**config.mk**
```make
export PLATFORM = sky130hd
export DESIGN_NAME = computer
export DESIGN_NICKNAME = d
export VERILOG_FILES = /design/src/rtl/arch_defs_pkg.sv /design/src/rtl/alu.sv /design/src/rtl/cpu.sv /design/src/rtl/ram.sv /design/src/rtl/rom.sv /design/src/rtl/computer.sv
export SDC_FILE = /design/constraint.sdc
export NUM_CORES = 2
export LEC_CHECK = 0
export ABC_AREA = 0
export BUFFER_PORTS_ARGS = -buffer_cell sky130_fd_sc_hd__buf_4
export CAP_MARGIN = 20
export CORE_MARGIN = 1
export CORE_UTILIZATION = 50
export CTS_CLUSTER_DIAMETER = 80
export DETAILED_ROUTE_END_ITERATION = 8
export HOLD_SLACK_MARGIN = 0.02
export PLACE_DENSITY = 0.65
export SYNTH_ARGS = -nofsm -noshare
export SYNTH_HDL_FRONTEND = slang
export SYNTH_HIERARCHICAL = 1
export SYNTH_SLANG_ARGS = --single-unit
```
**constraint.sdc**
```tcl
create_clock -name clk -period 10.4 [get_ports clk]
set_input_delay 0 -clock clk [delete_from_list [all_inputs] [get_ports clk]]
set_output_delay 0 -clock clk [all_outputs]
set_load 0.1 [all_outputs]
```
**src/rtl/arch_defs_pkg.sv**
```systemverilog
// Shared architecture definitions for the 8-bit accumulator computer:
// widths, opcodes, FSM states and memory-map constants.
package arch_defs_pkg;

    localparam int DATA_WIDTH = 8;
    localparam int ADDR_WIDTH = 16;

    localparam int ROM_SIZE = 4096;
    localparam int RAM_SIZE = 256;
    localparam logic [ADDR_WIDTH-1:0] ROM_BASE = 16'h0000;
    localparam logic [ADDR_WIDTH-1:0] RAM_BASE = 16'h8000;

    typedef enum logic [7:0] {
        OP_NOP  = 8'h00,
        OP_HLT  = 8'h01,
        OP_LDIA = 8'h10,
        OP_LDIB = 8'h11,
        OP_LDIC = 8'h12,
        OP_ADDB = 8'h20,
        OP_ADDC = 8'h21,
        OP_SUBB = 8'h28,
        OP_SUBC = 8'h29,
        OP_ANAB = 8'h30,
        OP_ANAC = 8'h31,
        OP_ORAB = 8'h38,
        OP_ORAC = 8'h39,
        OP_XRAB = 8'h40,
        OP_XRAC = 8'h41,
        OP_LDA  = 8'h50,
        OP_STA  = 8'h51,
        OP_JMP  = 8'h60,
        OP_OUT  = 8'h70
    } opcode_t;

    typedef enum logic [3:0] {
        S_F0, S_F1, S_EX,
        S_O0, S_O1, S_O3,
        S_M0, S_M1, S_HALT
    } state_t;

    function automatic logic is_imm(input logic [7:0] op);
        return op == OP_LDIA || op == OP_LDIB || op == OP_LDIC;
    endfunction

    function automatic logic is_abs(input logic [7:0] op);
        return op == OP_LDA || op == OP_STA || op == OP_JMP;
    endfunction

endpackage

```
**src/rtl/alu.sv**
```systemverilog
// Combinational ALU: op + A + r -> result, Z, N, C.
// hit is high when op is an ALU opcode (flags/result valid).
module alu
    import arch_defs_pkg::*;
(
    input  logic [7:0]            op,
    input  logic [DATA_WIDTH-1:0] a,
    input  logic [DATA_WIDTH-1:0] r,
    output logic [DATA_WIDTH-1:0] res,
    output logic                  z,
    output logic                  n,
    output logic                  c,
    output logic                  hit
);

    always_comb begin
        res = a;
        c   = 1'b0;
        hit = 1'b1;
        case (op)
            OP_ADDB, OP_ADDC: {c, res} = {1'b0, a} + {1'b0, r};
            // carry out of A + ~r + 1 is the "no borrow" flag
            OP_SUBB, OP_SUBC: {c, res} = {1'b0, a} + {1'b0, ~r} + 9'd1;
            OP_ANAB, OP_ANAC: res = a & r;
            OP_ORAB, OP_ORAC: res = a | r;
            OP_XRAB, OP_XRAC: res = a ^ r;
            default:          hit = 1'b0;
        endcase
    end

    assign z = (res == '0);
    assign n = res[DATA_WIDTH-1];

endmodule

```
**src/rtl/cpu.sv**
```systemverilog
// Multi-cycle accumulator CPU: FSM, A/B/C, Z/N/C flags, output latch.
// Ports: clk, reset, bus (addr/rdata/wdata/we), reg/flag taps, port, status.
module cpu
    import arch_defs_pkg::*;
(
    input  logic                  clk,
    input  logic                  reset,
    input  logic [DATA_WIDTH-1:0] rdata,
    output logic [ADDR_WIDTH-1:0] addr,
    output logic [DATA_WIDTH-1:0] wdata,
    output logic                  we,
    output logic [DATA_WIDTH-1:0] a_out,
    output logic [DATA_WIDTH-1:0] b_out,
    output logic [DATA_WIDTH-1:0] c_out,
    output logic                  flag_zero_o,
    output logic                  flag_negative_o,
    output logic                  flag_carry_o,
    output logic [DATA_WIDTH-1:0] port,
    output logic                  instr_complete,
    output logic                  halt
);

    state_t state, state_n;
    logic [ADDR_WIDTH-1:0] pc;
    logic [7:0] ir, lo, hi;
    logic [DATA_WIDTH-1:0] a, b, c;
    logic fz, fn, fc;

    logic [DATA_WIDTH-1:0] alu_res;
    logic alu_z, alu_n, alu_c, alu_hit;

    alu u_alu (
        .op (ir),
        .a  (a),
        .r  (ir[0] ? c : b),
        .res(alu_res),
        .z  (alu_z),
        .n  (alu_n),
        .c  (alu_c),
        .hit(alu_hit)
    );

    always_ff @(posedge clk or posedge reset) begin
        if (reset) state <= S_F0;
        else       state <= state_n;
    end

    always_comb begin
        state_n        = state;
        addr           = pc;
        we             = 1'b0;
        instr_complete = 1'b0;
        unique case (state)
            S_F0: state_n = S_F1;
            S_F1: state_n = (is_imm(rdata) || is_abs(rdata)) ? S_O0 : S_EX;
            S_EX: begin
                instr_complete = 1'b1;
                state_n = (ir == OP_HLT) ? S_HALT : S_F0;
            end
            S_O0: state_n = S_O1;
            S_O1: begin
                if (is_imm(ir)) begin
                    instr_complete = 1'b1;
                    state_n = S_F0;
                end else begin
                    // issue the high-byte read while the low byte lands
                    addr = pc + 16'd1;
                    state_n = S_O3;
                end
            end
            S_O3: begin
                if (ir == OP_JMP) begin
                    instr_complete = 1'b1;
                    state_n = S_F0;
                end else begin
                    state_n = S_M0;
                end
            end
            S_M0: begin
                addr = {hi, lo};
                state_n = S_M1;
            end
            S_M1: begin
                addr = {hi, lo};
                we = (ir == OP_STA);
                instr_complete = 1'b1;
                state_n = S_F0;
            end
            S_HALT: state_n = S_HALT;
            default: state_n = S_F0;
        endcase
    end

    always_ff @(posedge clk or posedge reset) begin
        if (reset) begin
            pc   <= '0;
            ir   <= '0;
            lo   <= '0;
            hi   <= '0;
            a    <= '0;
            b    <= '0;
            c    <= '0;
            fz   <= 1'b0;
            fn   <= 1'b0;
            fc   <= 1'b0;
            port <= '0;
            halt <= 1'b0;
        end else begin
            unique case (state)
                S_F1: begin
                    ir <= rdata;
                    pc <= pc + 16'd1;
                end
                S_EX: begin
                    unique case (1'b1)
                        alu_hit: begin
                            a  <= alu_res;
                            fz <= alu_z;
                            fn <= alu_n;
                            fc <= alu_c;
                        end
                        ir == OP_OUT: port <= a;
                        ir == OP_HLT: halt <= 1'b1;
                        default: ;
                    endcase
                end
                S_O1: begin
                    pc <= pc + 16'd1;
                    unique case (1'b1)
                        ir == OP_LDIA: a <= rdata;
                        ir == OP_LDIB: b <= rdata;
                        ir == OP_LDIC: c <= rdata;
                        default:       lo <= rdata;
                    endcase
                end
                S_O3: begin
                    if (ir == OP_JMP) begin
                        pc <= {rdata, lo};
                    end else begin
                        hi <= rdata;
                        pc <= pc + 16'd1;
                    end
                end
                S_M1: if (ir == OP_LDA) a <= rdata;
                default: ;
            endcase
        end
    end

    assign wdata           = a;
    assign a_out           = a;
    assign b_out           = b;
    assign c_out           = c;
    assign flag_zero_o     = fz;
    assign flag_negative_o = fn;
    assign flag_carry_o    = fc;

endmodule

```
**src/rtl/ram.sv**
```systemverilog
// Data RAM, 256 B, synchronous read (1-cycle latency), sync write.
// Ports: clk, we, addr[7:0], wdata[7:0], data[7:0].
module ram
    import arch_defs_pkg::*;
(
    input  logic                  clk,
    input  logic                  we,
    input  logic [7:0]            addr,
    input  logic [DATA_WIDTH-1:0] wdata,
    output logic [DATA_WIDTH-1:0] data
);

    logic [DATA_WIDTH-1:0] mem [RAM_SIZE];

    always_ff @(posedge clk) begin
        if (we) mem[addr] <= wdata;
        data <= mem[addr];
    end

    task automatic init_sim_ram();
        for (int i = 0; i < RAM_SIZE; i++) mem[i] <= '0;
    endtask

endmodule

```
**src/rtl/rom.sv**
```systemverilog
// Program ROM, 4 KB, synchronous read (1-cycle latency).
// Ports: clk, addr[11:0], data[7:0].
module rom
    import arch_defs_pkg::*;
(
    input  logic                  clk,
    input  logic [11:0]           addr,
    output logic [DATA_WIDTH-1:0] data
);

    logic [DATA_WIDTH-1:0] mem [ROM_SIZE];

    always_ff @(posedge clk) data <= mem[addr];

    task automatic init_sim_rom();
        for (int i = 0; i < ROM_SIZE; i++) mem[i] = '0;
    endtask

endmodule

```
**src/rtl/computer.sv**
```systemverilog
// Top level: CPU + 4 KB ROM @0000 + 256 B RAM @8000 + output port.
// Ports: clk, reset (async, high), output_port_1, uart_rx/uart_tx (idle).
module computer
    import arch_defs_pkg::*;
(
    input  logic                  clk,
    input  logic                  reset,
    output logic [DATA_WIDTH-1:0] output_port_1,
    input  logic                  uart_rx,
    output logic                  uart_tx
);

    logic [ADDR_WIDTH-1:0] addr;
    logic [DATA_WIDTH-1:0] rdata, wdata, rom_data, ram_data;
    logic we, rom_hit, ram_hit, rom_q, ram_q;
    logic cpu_instr_complete, cpu_halt;

    assign rom_hit = (addr[15:12] == ROM_BASE[15:12]);
    assign ram_hit = (addr[15:8] == RAM_BASE[15:8]);

    // reads return a cycle later, so steer them with the registered region
    always_ff @(posedge clk or posedge reset) begin
        if (reset) begin
            rom_q <= 1'b0;
            ram_q <= 1'b0;
        end else begin
            rom_q <= rom_hit;
            ram_q <= ram_hit;
        end
    end

    assign rdata = rom_q ? rom_data :
                   ram_q ? ram_data : '0;

    cpu u_cpu (
        .clk            (clk),
        .reset          (reset),
        .rdata          (rdata),
        .addr           (addr),
        .wdata          (wdata),
        .we             (we),
        .a_out          (),
        .b_out          (),
        .c_out          (),
        .flag_zero_o    (),
        .flag_negative_o(),
        .flag_carry_o   (),
        .port           (output_port_1),
        .instr_complete (cpu_instr_complete),
        .halt           (cpu_halt)
    );

    rom u_rom (
        .clk (clk),
        .addr(addr[11:0]),
        .data(rom_data)
    );

    ram u_ram (
        .clk  (clk),
        .we   (we && ram_hit),
        .addr (addr[7:0]),
        .wdata(wdata),
        .data (ram_data)
    );

    logic [2:0] unused_sig;
    assign unused_sig = {uart_rx, cpu_instr_complete, cpu_halt};

    assign uart_tx = 1'b1;

endmodule

```
### Yosys cells after proc, flatten, opt, wreduce, memory -nomap -nowiden

Index checks and enable logic that the tools add are counted.

| storage, ports and cells | value |
|---|---|
| bits in registers | 2142 |
| input port bits | 3 |
| output and inout port bits | 9 |
| logic and storage cells | 377 |

| cells by class | value |
|---|---|
| $add $sub $neg | 4 |
| $lt $le $gt $ge | 3 |
| equal/unequal tests | 37 |
| mux-type cells | 28 |
| bitwise logic cells | 8 |
| reduce and logical (&&, ||, !) cells | 28 |

Operators with widths:

| kind | count |
|---|---|
| $bwmux W2048 | 1 |
| $bmux W8 S12 | 1 |
| $mux W8 | 11 |
| $eq A8 B7 Y1 const B | 9 |
| $bmux W8 S8 | 1 |
| $demux W8 S8 | 1 |
| $eq A8 B6 Y1 const B | 8 |
| $pmux W16 S2 | 2 |
| $eq A8 B5 Y1 const B | 6 |
| $pmux W8 S5 | 1 |
| $mux W16 | 2 |
| $pmux W4 S8 | 1 |
| $pmux W8 S3 | 1 |
| $add A16 B1 Y16 const B | 1 |
| $add A8 B8 Y8 | 2 |
| $eq A4 B3 Y1 const B | 4 |
| $reduce_or A2 Y1 | 7 |
| $ge A13 B13 Y1 const B | 1 |
| $not A12 Y13 | 1 |
| $reduce_and A2 Y1 | 5 |
| $reduce_or A10 Y1 | 1 |
| $ge A9 B9 Y1 const B | 1 |
| $lt A9 B1 Y1 const B | 1 |
| $not A8 Y9 | 1 |
| 23 further kinds | 38 |

### Logic depth before layout (Yosys ltp)

| depth | value |
|---|---|
| depth after elaboration | 11 |
| gate-level depth with buffers | 16 |
| depth with buffers taken out | 12 |

### Hierarchy

Netlist, hierarchy kept.

Modules (own cells, without submodules):

| module | times used | cells each | area an instance (µm²) | seq. area each (µm²) |
|---|---|---|---|---|
| ram | 1 | 3531 | 78401.4 | 61659.1 |
| cpu | 1 | 430 | 4500.6 | 2001.9 |
| alu | 1 | 169 | 1227.4 | 0.0 |
| computer | 1 | 24 | 202.7 | 50.0 |
| rom | 1 | 9 | 63.8 | 0.0 |

### Worst setup path after synthesis

OpenSTA, ideal clock, no wires.

| timing path | value |
|---|---|
| path type | register -> register |
| start | register u_cpu.ir[1] |
| end | register u_ram/mem[1032] in the netlist's numbering (enable) |
| setup time | 0.370 ns |
| data arrival time | 3.407 ns |
| data required time | 10.030 ns |
| slack | 6.623 ns |
| stages on the path, launching flop included | 15 |
| buffers on the path | 7 |
| clock period less this slack | 3.777 ns |
| cell sequence | dfrtp_1 > a211oi_1 > a21o_1 > buf_2 > buf_2 > nor2_1 > a221o_1 > buf_6 > buf_6 > buf_6 > buf_6 > nor2b_1 > nand4_1 > clkbuf_1 > nor2_1 |

| between the ends | value |
|---|---|
| longest elaborated chain between the ends | 7 |
| elaborated cells on any way between the ends | 11 |
| classes of those cells | eq/ne: 5; mux: 3; reduce/logical: 3 |

Ends and longest elaborated chain:

| what | line | source |
|---|---|---|
| start, declared | cpu.sv:25 | `logic [7:0] ir, lo, hi;` |
| start signal, assigned | cpu.sv:111 | `ir <= rdata;` |
| $eq A8 B5 Y1 | arch_defs_pkg.sv:42 | `return op == OP_LDIA \|\| op == OP_LDIB \|\| op == OP_LDIC;` |
| $logic_or A1 B1 Y1 (2 in series) | arch_defs_pkg.sv:42 |  |
| $mux W16 | cpu.sv:62 | `if (is_imm(ir)) begin` |
| $pmux W16 S2 | cpu.sv:53 | `unique case (state)` |
| $eq A8 B8 Y1 | computer.sv:19 | `assign ram_hit = (addr[15:8] == RAM_BASE[15:8]);` |
| $logic_and A1 B1 Y1 * | computer.sv:61 | `.we (we && ram_hit),` |
| end signal, assigned by index | ram.sv:16 | `if (we) mem[addr] <= wdata;` |
| end, declared | ram.sv:13 | `logic [DATA_WIDTH-1:0] mem [RAM_SIZE];` |

Every way passes the cells marked *; elsewhere a longest branch is shown, timed or not.
A chain may end at the register's enable or synchronous reset.

### Worst setup path in the final report

| timing path | value |
|---|---|
| start | register u_cpu.ir[0] |
| end | register u_ram.data[7] |

| between the ends | value |
|---|---|
| longest elaborated chain between the ends | 9 |
| elaborated cells on any way between the ends | 11 |
| classes of those cells | eq/ne: 3; mux: 5; bitwise: 1; reduce/logical: 2 |

Ends and longest elaborated chain:

| what | line | source |
|---|---|---|
| $eq A8 B5 Y1 | arch_defs_pkg.sv:42 |  |
| $logic_or A1 B1 Y1 | arch_defs_pkg.sv:42 |  |
| $logic_or A1 B1 Y1 * | arch_defs_pkg.sv:42 |  |
| $mux W16 * | cpu.sv:62 |  |
| $pmux W16 S2 * | cpu.sv:53 |  |
| via addr[0] | computer.sv:13 | `logic [ADDR_WIDTH-1:0] addr;` |
| $not A8 Y9 (not written as such) * | ram.sv:17 | `data <= mem[addr];` |
| $bmux W8 S8 * | ram.sv:17 |  |
| $mux W8 (not written as such) * (2 in series) | ram.sv:17 |  |
| end signal, assigned | ram.sv:17 |  |
| end, declared | ram.sv:10 | `output logic [DATA_WIDTH-1:0] data` |

Mark *: on every way through the listed nets, which the timed path passes. The rest lies on a longest branch. The select of a mux whose other input is x is not followed.

==> flow_summary_export.csv <==
group,metric,value,unit
setup_path,worstSetupStartpointType,"flop",
global_routing,grt_pass1_vias,40800,
routing,first_pass_iters,5,
place,gp_congestion,0.818,
floorplanning,die_y,412,um
power,vdd_drop_max,0.125,mV
setup_path,cp_cell_sequence,"a211oi_1, a2111o_1, and2_1, a221o_4, buf_4, buf_4, mux4_2, a22oi_1, a21oi_1, o41ai_1, nand4_1",
setup_path,worst-path-stages,11,
clock_network,clkLatencyLatePin,850,ps
run,cap_violations,0,
setup_path,timing.critical_path.from,"u_cpu/ir[0]",
routing,drtIter0Drc,4908,
global_routing,grt_usage,23.0,%
sta,max_freq,152,MHz
cells_and_area,drive_gt1_share,23.7,%
floorplanning,start_util,50.3,%
setup_path,crit_fanout,40,
place,port_buffers,9,
sta,grt_setup_unrepaired,"false",
power,finalPower,16900,uW
floorplanning,die_w,412,um
clock_network,cts_tree,"yes",
sta,clock_skew,27.5,ps
sta,post-route-min-period,6590,ps
setup_path,rrSetupSlack,3810,ps
setup_path,crit_arrival,7250,ps
cells_and_area,final_nets,4199,
setup_path,required,11060,ps
sta,final_hold_viol_count,0,
global_routing,grt_pass1_wl,282000,um
routing,routed_wirelength,194000,um
floorplanning,core,167000,um^2
clock_network,path_clk_slew,60,ps
yosys,avgSynthCellArea,20.3,um^2
sta,hold-worst-slack,240,ps
yosys,synthCells,4139,
setup_path,crit_type,"reg2reg",
setup_path,r2r_start,"u_cpu/ir[0]",
clock_network,cts_max_level,4,
yosys,ys_warn_count,65500,
routing,vias,41300,
floorplanning,io-pin-count,12,
routing,route.detailed.drc,0,
place,dpl.hpwl,110000,um
floorplanning,die_area,170000,um^2
floorplanning,fp-row-count,150,
global_routing,grt_max_degree,226,
cells_and_area,multi_input_area,19200,um^2
power,p_leak,0.0246,uW
routing,antenna_left,0,
setup_path,end_kind,"flop",
setup_path,critPathMaxStageDelay,1030,ps
sta,drv_slew,0,
setup_path,cp_num_buf_inv,2,
cells_and_area,fillers,12300,
clock_network,cts_root_buf,"clkbuf_16",
routing,viasPerCell,6.31,
setup_path,cpMostUsedCell,"buf_4",
setup_path,rr_worst_depth,11,
setup_path,crit_slowest_cell,"o41ai_1",
global_routing,grt_overflow_total,0,
clock_network,clockBufferDepth,3,
setup_path,r2r-end,"u_ram/data[7]",
sta,fin_setup_tns,0,ps
cells_and_area,fin_util,55.8,%
cells_and_area,antenna_cells,0,
sta,relSlewSlack,15.3,%
min_path,hold_class,"in2async",
cells_and_area,syn_to_final_growth,11.0,%
sta,worst_pin_slew,1250,ps
setup_path,crit_end,"u_ram/data[7]",
yosys,netlist_area,84200,um^2
status,status,"completed",
routing,wl_per_cell,29.6,um
sta,setup_viol,0,
clock_network,numClockSinks,2134,
power,p_per_area,181,nW/um^2
cells_and_area,seqCellArea,63600,um^2
setup_path,cp_top_family,"compound AO/OA/AOI/OAI gates",
sta,period_share,63.3,%
global_routing,grt_antenna_before_repair,5,
clock_network,cts_buffers,210,
[stage by stage]
stage | cell area (um^2) | std cells | worst slack (ps)
after global placement | 86400 | 6155 | 3680
after detailed placement | 86500 | 6160 | 3870
after global routing | 93400 | 6547 | 3440
after floorplan | 84200 | 4146 | 6670
final | 93400 | 6547 | 3810
after CTS | 93400 | 6547 | 3810
[state kept, by name, indices dropped and copies added, names as in the netlist]
signal       cells
u_cpu/a_out      8
u_cpu/hi         8
u_cpu/c_out      8
rom_q            1
u_ram/mem     2048
u_cpu/lo         8
ram_q            1
u_cpu/b_out      8
u_cpu/port       8
u_cpu/pc        16
u_ram/data       8
u_cpu/ir         8
u_cpu/state      4
[repair_timing]
item,CTS,global route
endpoints found under the hold margin,78,0
hold buffers,2,0
setup buffers,0,0
resized for setup,0,0
[area by class of cell]
class / instances / area share [%]
clock buffers: 262 / 5.93
repair buffers: 91 / 0.831
flip-flops and latches: 2134 / 68.2
well taps: 2204 / 2.95
inverters: 39 / 0.158
clock inverters: 123 / 1.46
multi-input cells: 1694 / 20.5
[cell usage in the layout, fill, tap and decap left out, types with 21 or more instances in the layout]
cell type and instances:
nor2_1 286, clkbuf_16 214, clkbuf_1 48, o41ai_1 26, inv_1 38, ha_1 24, o21ai_0 26, edfxtp_1 2048
dfrtp_1 70, mux4_2 512, clkinv_1 37, clkinv_2 36, nand3_1 21, a21oi_1 149, a22oi_1 272, mux2_2 60
buf_4 76, nand2_1 72, bufinv_16 26
[tightest hold or removal path, stage by stage]
cell and delay [ps]:
dlygate4sd3_1 530, buf_4 140, dlygate4sd3_1 620, inv_1 130
[report_power, final]
group          internal, uW  switching, uW
logic                  1.05           8.49
clock network          4410           3160
registers              9270              0
total                 13700           3170
[worst min-delay path by stage]
stage           from  endpoint  slack, ps  cells after the start
6_report       reset     ram_q        240                      4
5_1_grt        reset     ram_q        240                      4
4_1_cts        reset     rom_q        180                      4
3_5_place_dp   reset     rom_q        -90                      2
3_3_place_gp   reset     rom_q       -100                      2
2_1_floorplan  reset     ram_q       -260                      1
[per-layer routing]
| metal | vias to the layer above | track usage, % | share of wire [%] |
|---|---|---|---|
| li1 | 17300 | - | - |
| met4 | 4 | 6.67 | 2.5 |
| met2 | 1717 | 36.5 | 49 |
| met1 | 22000 | 33.1 | 41 |
| met5 | - | 0 | 0.013 |
| met3 | 266 | 3.68 | 7.7 |
(Power assumes the default switching activity.)
